### src/rtl/vga_scanout.sv
// VGA raster scan-out: pixel/line counters, sync generation and a 2-slot colour pipeline.
// Optional colour-bar test pattern enabled by defining VGA_SCANOUT_TEST_PATTERN_EN.
module vga_scanout #(
    parameter int H_ACTIVE = 640,
    parameter int H_FP     = 16,
    parameter int H_SYNC   = 96,
    parameter int H_BP     = 48,
    parameter int V_ACTIVE = 480,
    parameter int V_FP     = 10,
    parameter int V_SYNC   = 2,
    parameter int V_BP     = 33
) (
    input  logic       clk,
    input  logic       rst,
    input  logic       pix_ce,
    output logic [9:0] x,
    output logic [9:0] y,
    input  logic [7:0] red,
    input  logic [7:0] green,
    input  logic [7:0] blue,
    output logic [7:0] vga_r,
    output logic [7:0] vga_g,
    output logic [7:0] vga_b,
    output logic       vga_hs,
    output logic       vga_vs,
    output logic       vga_de,
    output logic       frame_start,
    input  logic       test_en
);
    localparam int HT = H_ACTIVE + H_FP + H_SYNC + H_BP;
    localparam int VT = V_ACTIVE + V_FP + V_SYNC + V_BP;
    localparam logic [9:0] H_LAST   = 10'(HT - 1);
    localparam logic [9:0] V_LAST   = 10'(VT - 1);
    localparam logic [9:0] H_ACT    = 10'(H_ACTIVE);
    localparam logic [9:0] V_ACT    = 10'(V_ACTIVE);
    localparam logic [9:0] HS_BEG   = 10'(H_ACTIVE + H_FP);
    localparam logic [9:0] HS_END   = 10'(H_ACTIVE + H_FP + H_SYNC - 1);
    localparam logic [9:0] VS_BEG   = 10'(V_ACTIVE + V_FP);
    localparam logic [9:0] VS_END   = 10'(V_ACTIVE + V_FP + V_SYNC - 1);

    logic [9:0]  hcnt;
    logic [9:0]  vcnt;
    logic        raw_hs;
    logic        raw_vs;
    logic        raw_de;
    logic        hs1;
    logic        vs1;
    logic        de1;
    logic        pce_d1;
    logic [23:0] col1;
    logic [23:0] src_col;
    logic [23:0] pix_col;

    assign x = hcnt;
    assign y = vcnt;

    // Raw sync/enable decode of the coordinate currently on x/y
    always_comb begin
        raw_hs = ~((hcnt >= HS_BEG) && (hcnt <= HS_END));
        raw_vs = ~((vcnt >= VS_BEG) && (vcnt <= VS_END));
        raw_de = (hcnt < H_ACT) && (vcnt < V_ACT);
    end

    // Raster counters and frame-start pulse
    always_ff @(posedge clk or posedge rst) begin
        if (rst) begin
            hcnt        <= 10'd0;
            vcnt        <= 10'd0;
            frame_start <= 1'b0;
        end else begin
            frame_start <= 1'b0;
            if (pix_ce) begin
                if (hcnt == H_LAST) begin
                    hcnt <= 10'd0;
                    if (vcnt == V_LAST) begin
                        vcnt        <= 10'd0;
                        frame_start <= 1'b1;
                    end else begin
                        vcnt <= vcnt + 10'd1;
                    end
                end else begin
                    hcnt <= hcnt + 10'd1;
                end
            end
        end
    end

    // The source answers one clk after x/y change, so its colour is caught on the clk
    // right after a slot edge; with back-to-back slots that clk is the output edge itself.
    always_ff @(posedge clk or posedge rst) begin
        if (rst) begin
            pce_d1 <= 1'b0;
            col1   <= 24'd0;
        end else begin
            pce_d1 <= pix_ce;
            if (pce_d1) begin
                col1 <= {red, green, blue};
            end else begin
                col1 <= col1;
            end
        end
    end

`ifdef VGA_SCANOUT_TEST_PATTERN_EN
    localparam int BAR_W = H_ACTIVE / 8;

    logic        te1;
    logic [23:0] pat1;

    function automatic logic [23:0] bar_colour(input logic [2:0] idx);
        bar_colour = {{8{~idx[1]}}, {8{~idx[2]}}, {8{~idx[0]}}};
    endfunction

    // Test-pattern colour and select, staged alongside the first pipeline slot
    always_ff @(posedge clk or posedge rst) begin
        if (rst) begin
            te1  <= 1'b0;
            pat1 <= 24'd0;
        end else if (pix_ce) begin
            te1  <= test_en;
            pat1 <= bar_colour(3'(hcnt / 10'(BAR_W)));
        end else begin
            te1  <= te1;
            pat1 <= pat1;
        end
    end

    assign src_col = pce_d1 ? {red, green, blue} : col1;
    assign pix_col = te1 ? pat1 : src_col;
`else
    logic unused_test_en;

    assign unused_test_en = test_en;
    assign src_col        = pce_d1 ? {red, green, blue} : col1;
    assign pix_col        = src_col;
`endif

    // Two-slot sync pipeline and blanked colour output
    always_ff @(posedge clk or posedge rst) begin
        if (rst) begin
            hs1    <= 1'b1;
            vs1    <= 1'b1;
            de1    <= 1'b0;
            vga_hs <= 1'b1;
            vga_vs <= 1'b1;
            vga_de <= 1'b0;
            vga_r  <= 8'd0;
            vga_g  <= 8'd0;
            vga_b  <= 8'd0;
        end else if (pix_ce) begin
            hs1    <= raw_hs;
            vs1    <= raw_vs;
            de1    <= raw_de;
            vga_hs <= hs1;
            vga_vs <= vs1;
            vga_de <= de1;
            {vga_r, vga_g, vga_b} <= de1 ? pix_col : 24'd0;
        end else begin
            hs1    <= hs1;
            vs1    <= vs1;
            de1    <= de1;
            vga_hs <= vga_hs;
            vga_vs <= vga_vs;
            vga_de <= vga_de;
            {vga_r, vga_g, vga_b} <= {vga_r, vga_g, vga_b};
        end
    end
endmodule

### config.mk
export PLATFORM = sky130hd
export DESIGN_NAME = vga_scanout
export DESIGN_NICKNAME = d
export VERILOG_FILES = /design/src/rtl/vga_scanout.sv
export SDC_FILE = /design/constraint.sdc
export NUM_CORES = 1
export LEC_CHECK = 0
export ABC_AREA = 1
export CAP_MARGIN = 5
export CORE_UTILIZATION = 45
export DETAILED_ROUTE_END_ITERATION = 7
export PLACE_DENSITY = 0.72
export SLEW_MARGIN = 20
export SYNTH_ARGS = -nofsm -noshare
export SYNTH_HDL_FRONTEND = slang
export SYNTH_SLANG_ARGS = --single-unit
export TNS_END_PERCENT = 5
### constraint.sdc
create_clock -name clk -period 2.4 [get_ports clk]
set_clock_uncertainty 0.05 [all_clocks]
set_input_delay 0.48 -clock clk [delete_from_list [all_inputs] [get_ports clk]]
set_output_delay 0.48 -clock clk [all_outputs]
set_load 0.01 [all_outputs]
Word level (Yosys, flattened, before mapping)
Index checks and enable logic that the tools add are counted.

Bits of input ports: 28. Bits in registers: 76. Word-level logic and storage cells: 37.

Add/subtract/negate cells: 2. Bitwise gates (word level): 2. Muxes and demuxes: 7. Eq/ne operators: 2. Reduce and logical (&&, ||, !) cells: 4. Magnitude comparators: 6.

Operators by type and width (count): 24-bit 2-to-1 mux (2); 10-bit by 1-bit adder with 10-bit output, second input constant (2); 10-bit == test, second input constant (2); 10-bit 2-to-1 mux (2); 10-bit >= comparator, second input constant (1); 10-bit by 9-bit >= comparator with 1-bit output, second input constant (1); 10-bit <= comparator, second input constant (1); 10-bit by 9-bit <= comparator with 1-bit output, second input constant (1); 10-bit less-than comparator, second input constant (1); 10-bit by 9-bit less-than comparator with 1-bit output, second input constant (1); 1-bit logical AND (3); 1-bit 2-to-1 mux (3); 1-bit NOT (2); 2-bit AND reduction (1).

Logic depth before layout (Yosys ltp)
Gate-level depths: netlist of the first run.

Depth in word-level cells: 4. Mapped depth: 7. Mapped depth without buffers: 7.

Worst setup path before layout of the first run
No wires, ideal clock.

Path kind: register to register. From: register hcnt[0], in the netlist x[0]. To: register vcnt[4], in the netlist y[4]. Cell stages (with the launch flop): 8. Arrival time: 1291 ps. Required time: 2227 ps. Setup time: 123 ps. Path slack: 935 ps. Cells stage by stage: dfrtp_1 -> ha_1 -> nand2_2 -> nor2_4 -> nand4_4 -> buf_6 -> nand2_1 -> o21ai_1.

Cells in the longest elaborated chain, start to end: 2.

Ends and longest elaborated chain: start, declared (line 41) `logic [9:0] hcnt;`; start signal, assigned (line 82) `hcnt <= hcnt + 10'd1;`; 10-bit == test (line 73) `if (hcnt == H_LAST) begin`; 2-bit AND reduction (no line); end signal, assigned (line 79) `vcnt <= vcnt + 10'd1;`; end, declared (line 42) `logic [9:0] vcnt;`.

Every way passes these cells. A chain may end at the register's enable or synchronous reset.

Final worst setup path of the first run
From: register vga_hs. To: output vga_hs.

RTL lines: start, declared (line 24) `output logic vga_hs,`; start signal, assigned (line 154) `vga_hs <= hs1;`; start signal, assigned (line 162) `vga_hs <= vga_hs;`.

No word-level cell between the ends.

==> results of run 1 <==
==> worst register-to-register path, cell delays in order, from the launching register on <==
cell and delay, ns:
dfrtp_1 0.46, inv_1 0.15, ha_1 0.17, inv_1 0.05, nor2_1 0.09, nand4_1 0.24, nand3_1 0.17, o21ai_1 0.08
==> worst min-delay path by stage <==
| stage | from | endpoint | slack [ns] | cells after the start |
|---|---|---|---|---|
| floorplan | col1[0] | col1[0] | 0.39 | 2 |
| global placement | col1[8] | col1[8] | 0.40 | 2 |
| detailed placement | col1[21] | col1[21] | 0.41 | 2 |
| CTS | pix_ce | vga_hs | 0.39 | 3 |
| global route | pix_ce | vga_hs | 0.40 | 3 |
| finish | pix_ce | vga_hs | 0.39 | 3 |
==> per-stage QoR <==
stage          setup slack [ns]  cells  total power [W]  instance area (sq um)
6_report                  0.430    581          0.00322                   4460
5_1_grt                   0.382    581          0.00341                   4460
4_1_cts                   0.407    581          0.00327                   4460
3_5_place_dp              0.779    565          0.00227                   4260
3_3_place_gp              0.789    565          0.00225                   4260
2_1_floorplan             0.935    404          0.00193                   3430
==> cell families (layout without fill, tap and decap cells) <==
kind of cell | Yosys count | after routing | share of synthesized area (%)
buffers and inverters | 41 | 119 | 5.00
adder cells (fa/ha/maj) | 5 | 5 | 1.82
XOR/XNOR | 9 | 9 | 2.30
AND/OR/NAND/NOR | 256 | 256 | 32.6
AO/OA/AOI/OAI | 17 | 17 | 2.70
flip-flops | 76 | 76 | 55.6
==> state kept, by name, indices dropped and copies added (netlist names) <==
name	count
y	10
col1	24
vga_de	1
frame_start	1
vga_hs	1
vga_g	8
de1	1
hs1	1
vga_r	8
vga_b	8
vga_vs	1
pce_d1	1
vs1	1
x	10
==> layer usage <==
layer | routed length, um | GRT usage [%] | up-vias
li1 | - | - | 1418
met1 | 3450 | 24.4 | 1324
met2 | 3520 | 35.0 | 61
met3 | 363 | 4.89 | 8
met4 | 60 | 4.76 | 0
met5 | 0 | 0 | -
==> power breakdown <==
part	internal, W	leakage (nW)	switching [W]	total [W]
Combinational	0.000328	1.16	0.000350	0.000677
Clock	0.000490	0.0935	0.000495	0.000984
Sequential	0.00142	0.946	0.000139	0.00156
Total	0.00224	2.20	0.000983	0.00322
==> layout make-up <==
cell class                      instances  area (sq um)
Tap cell                               99           124
Multi-Input combinational cell        287          1350
Clock inverter                          6          71.3
Timing Repair Buffer                   78           778
Sequential cell                        76          1910
Clock buffer                           10           128
Fill cell                             682          2840
Inverter                               25          97.6
==> cells in the final DEF, fill, tap and decap left out, types with 4 or more instances in the layout <==
cell type          n
nor2_1            21
ha_1               5
nand2_1          174
nand4_1            6
xor2_1             8
clkdlybuf4s50_1   73
nand3_1           38
inv_1             22
dfstp_2            4
dfrtp_1           72
clkbuf_8           9
o21ai_1            8
==> reports/qor.txt, run 1 <==
Setup TNS Final = 0 ns
CP max-delay cell = clkdlybuf4s50_1
Critical path arrival = 1.44 ns
Mapped Area = 3430 sq um
Async set-reset flop share out of synthesis = 100%
Initial core utilization = 47.0%
WS Path Type = reg2out
Post-synth cell types = 30
CP Depth = 1
Mapped Nets = 437
Outcome = complete, no violations
CP Cell Sequence = clkdlybuf4s50_1
MaxCap Viol Count = 0
Top Family by Delay on Critical Path = buffers and inverters
Total number of vias = 2,811
Final Hold Viols = 0
Layout area overhead = 30.0%
Root Driver = clkbuf_8
Buf+Inv Stages, Crit Path = 1
Final nets = 510
Syn avg cell area = 8.49 sq um
RSZ-0062 raised after global routing = no
Initial DRC Count = 99
CP max FO = 2
HP Class = in2reg
Antenna-violating nets left = 0
Largest net degree at the start of global routing = 77
Count of buffers from port buffering = 74
Synth cell count leaders = 174 x nand2_1, 72 x dfrtp_1, 38 x nand3_1
Worst setup path end = vga_hs
Worst vdd ir = 0.351 mV
Slew @ Worst Pin = 0.909 ns
Post-CTS Setup Bufs = 0
CTS tree = built
Max-slew violations = 0
Antenna cells = 0
R2r endpoint = y[0]
Worst Setup Start Kind = flop
Post-Synthesis Cells = 404
Share of post-route cells with drive strength above 1 = 8.30%
FF+latch count, synth = 76
Global-route usage over all layers = 19.8%
DRC viols = 0
Die height = 89.3 um
Area share of the largest cell type after synthesis = 52.6%
Post-synth EDFFs = 0
Clk slew on worst S/H paths = 0.08 ns
Io pins = 76
Max Fclk = 508 MHz
Crit. Startpoint = vga_hs
Final period util = 82.1%
R2R Path Start = y[0]
Global-route wire length before repair = 12,000 um
Clk sinks = 76
TritonRoute pass-1 iters = 4
Slew headroom = 39.4%
Post-synthesis sequential area ratio = 55.6%
Initial antenna violation count = 0
Count leader, synth = nand2_1
Area leader, netlist = dfrtp_1
Clock Latency Late Sink = 0.34 ns
Pleak = 2.20 nW
Row count = 31
Vias in the first global route = 2,668
Utilization after layout = 61.1%
Total wire length = 7390 um
HPWL Detailed = 4900 um
Min Tclk post-route = 1.97 ns
WP data required = 1.87 ns
Wire per inst = 12.7 um
Core footprint = 7290 sq um
Hold Worst Slack = 0.387 ns
Pwr dens = 724 nW/um^2
Reg2reg setup slack = 0.83 ns
Ys Warns = 0
Crit end category = output pin
CTS buffer count = 9
CTS H-tree depth = 3
# hold bufs at CTS = 0
Max incr delay on CP = 0.56 ns
Ys flop type = dfrtp_1
Top cells by area, synth = dfrtp_1 53%, nand2_1 19%, nand3_1 5.5%
Remaining Overflow, GRT = 0
Reg2reg path depth = 7
Vias per cell = 4.84
Die area = 7970 sq um
Post-CTS resize count = 0
Chip width = 89.3 um
Final setup fails = 0
Final GP Congestion = 0.852
CTS max path bufs = 2
Power figures use the tool's default switching activity.
==> inputs of run 2 (changes only) <==
Clock period 2.4 ns to 1.74 ns, I/O delays scaled along.
==> run 2 against run 1 <==
  * Design area rose by 2.8%
  * Routed wire length rose by 3.1%
  * First-iteration DRC count did not move
  * Largest power group unchanged
==> reports/qor.txt, run 2 (synthesis results as in run 1) <==
Outcome = complete, no violations
Total number of vias = 2,867
Clk sinks = 76
CTS H-tree depth = 3
CP max-delay cell = clkdlybuf4s50_1
Most common cell after layout, fill and taps aside = nand2_1
CTS tree = built
# hold bufs at CTS = 0
TritonRoute pass-1 iters = 4
Chip width = 89.3 um
Final GP Congestion = 0.863
Crit end category = output pin
Global-route wire length before repair = 12,300 um
Final setup fails = 0
Buf+Inv Stages, Crit Path = 1
Multi-input logic area = 1350 sq um
Worst Setup Start Kind = flop
CP max FO = 3
# placed instances = 571
Critical path arrival = 1.28 ns
Clock Latency Late Sink = 0.35 ns
Final cell count without fillers = 589
Max Fclk = 596 MHz
Reg2reg setup slack = 0.19 ns
Slew headroom = 40.8%
Reg2reg path depth = 7
Die height = 89.3 um
Antenna cells = 0
Vias per cell = 4.87
Wire per inst = 12.9 um
Number of flip-flops in the largest register = 24
Worst vdd ir = 0.499 mV
WS Path Type = reg2out
CP Cell Sequence = clkdlybuf4s50_1
Top Family by Delay on Critical Path = buffers and inverters
Remaining Overflow, GRT = 0
MaxCap Viol Count = 0
Utilization after layout = 62.8%
Filler instances = 669
Initial core utilization = 47.0%
CTS max path bufs = 2
R2R Path Start = y[0]
HP Class = in2async
Final period util = 96.4%
HPWL Detailed = 5170 um
Total wire length = 7620 um
Pleak = 2.35 nW
R2r endpoint = y[0]
Count of buffers from port buffering = 74
Initial DRC Count = 99
RSZ-0062 raised after global routing = no
Final Hold Viols = 0
WP data required = 1.34 ns
Global-route usage over all layers = 20.6%
Most frequent cells in the layout = 174 x nand2_1, 63 x dfrtp_1, 52 x clkdlybuf4s50_1
Largest net degree at the start of global routing = 56
Top reg by flops = col1
Layout area overhead = 33.5%
Clk slew on worst S/H paths = 0.08 ns
Core footprint = 7290 sq um
Row count = 31
Initial antenna violation count = 0
Antenna-violating nets left = 0
Die area = 7970 sq um
Min Tclk post-route = 1.68 ns
Share of post-route cells with drive strength above 1 = 11.8%
Max-slew violations = 0
CTS buffer count = 9
Pwr dens = 1040 nW/um^2
FF+latch area = 1920 sq um
DRC viols = 0
Vias in the first global route = 2,747
Max incr delay on CP = 0.54 ns
Slew @ Worst Pin = 0.888 ns
Io pins = 76
Root Driver = clkbuf_8
Final nets = 518
-- run 2: changes by cell type in the layout (fill, tap and decap cells not counted), moves of 2 or more --
| cell | delta |
|---|---|
| buf_4 | +7 |
| bufinv_16 | +2 |
| clkdlybuf4s50_1 | -21 |
| clkinvlp_4 | -2 |
| dfrtp_1 | -9 |
| dfrtp_2 | +9 |
| dlygate4sd2_1 | +16 |
| dlymetal6s2s_1 | +5 |
-- run 2: how the worst max path moves through the flow --
stage                     startpoint   end  slack [ns]  depth (start not counted)
after floorplan                 x[0]  y[4]        0.28                          7
after global placement          y[0]  y[1]        0.26                          7
after detailed placement        y[0]  y[0]        0.18                          7
after CTS                       y[4]  y[4]       -0.02                          1
after global routing            y[0]  y[9]       0.008                          7
final                           y[4]  y[4]        0.06                          1
-- run 2: cell type report --
type,count,share of cell area [%]
inverters,25,2.13
flip-flops and latches,76,41.9
repair buffers,86,18.4
clock inverters,7,2.65
clock buffers,9,2.71
well taps,99,2.71
multi-input cells,287,29.5
-- run 2: repair_timing --
item	in CTS	in global routing
endpoints found under the setup margin	21	6
setup buffers	0	2
gates resized for setup	25	5
-- run 2: routing by layer --
metal  vias up  wire length, um  GRT usage, %
li1       1432                -             -
met1      1342             3490          26.0
met2        85             3640          34.6
met3         8              403          4.52
met4         0               78          8.66
met5         -                0             0
-- run 2: per-stage QoR --
stage	power [W]	setup slack, ns	TNS, ns	instance area, sq um	hold slack [ns]
floorplan	0.00266	0.275	0	3430	0.329
global placement	0.00314	0.257	0	4310	0.399
detailed placement	0.00318	0.181	0	4310	0.406
CTS	0.00479	-0.0246	-0.0246	4550	0.325
global route	0.00499	0.00838	0	4580	0.341
finish	0.00475	0.0619	0	4580	0.334
-- run 2: report_power, final --
part,switching (W),internal (W)
clock network,0.000681,0.000965
registers,0.000187,0.00197
logic,0.000518,0.000427
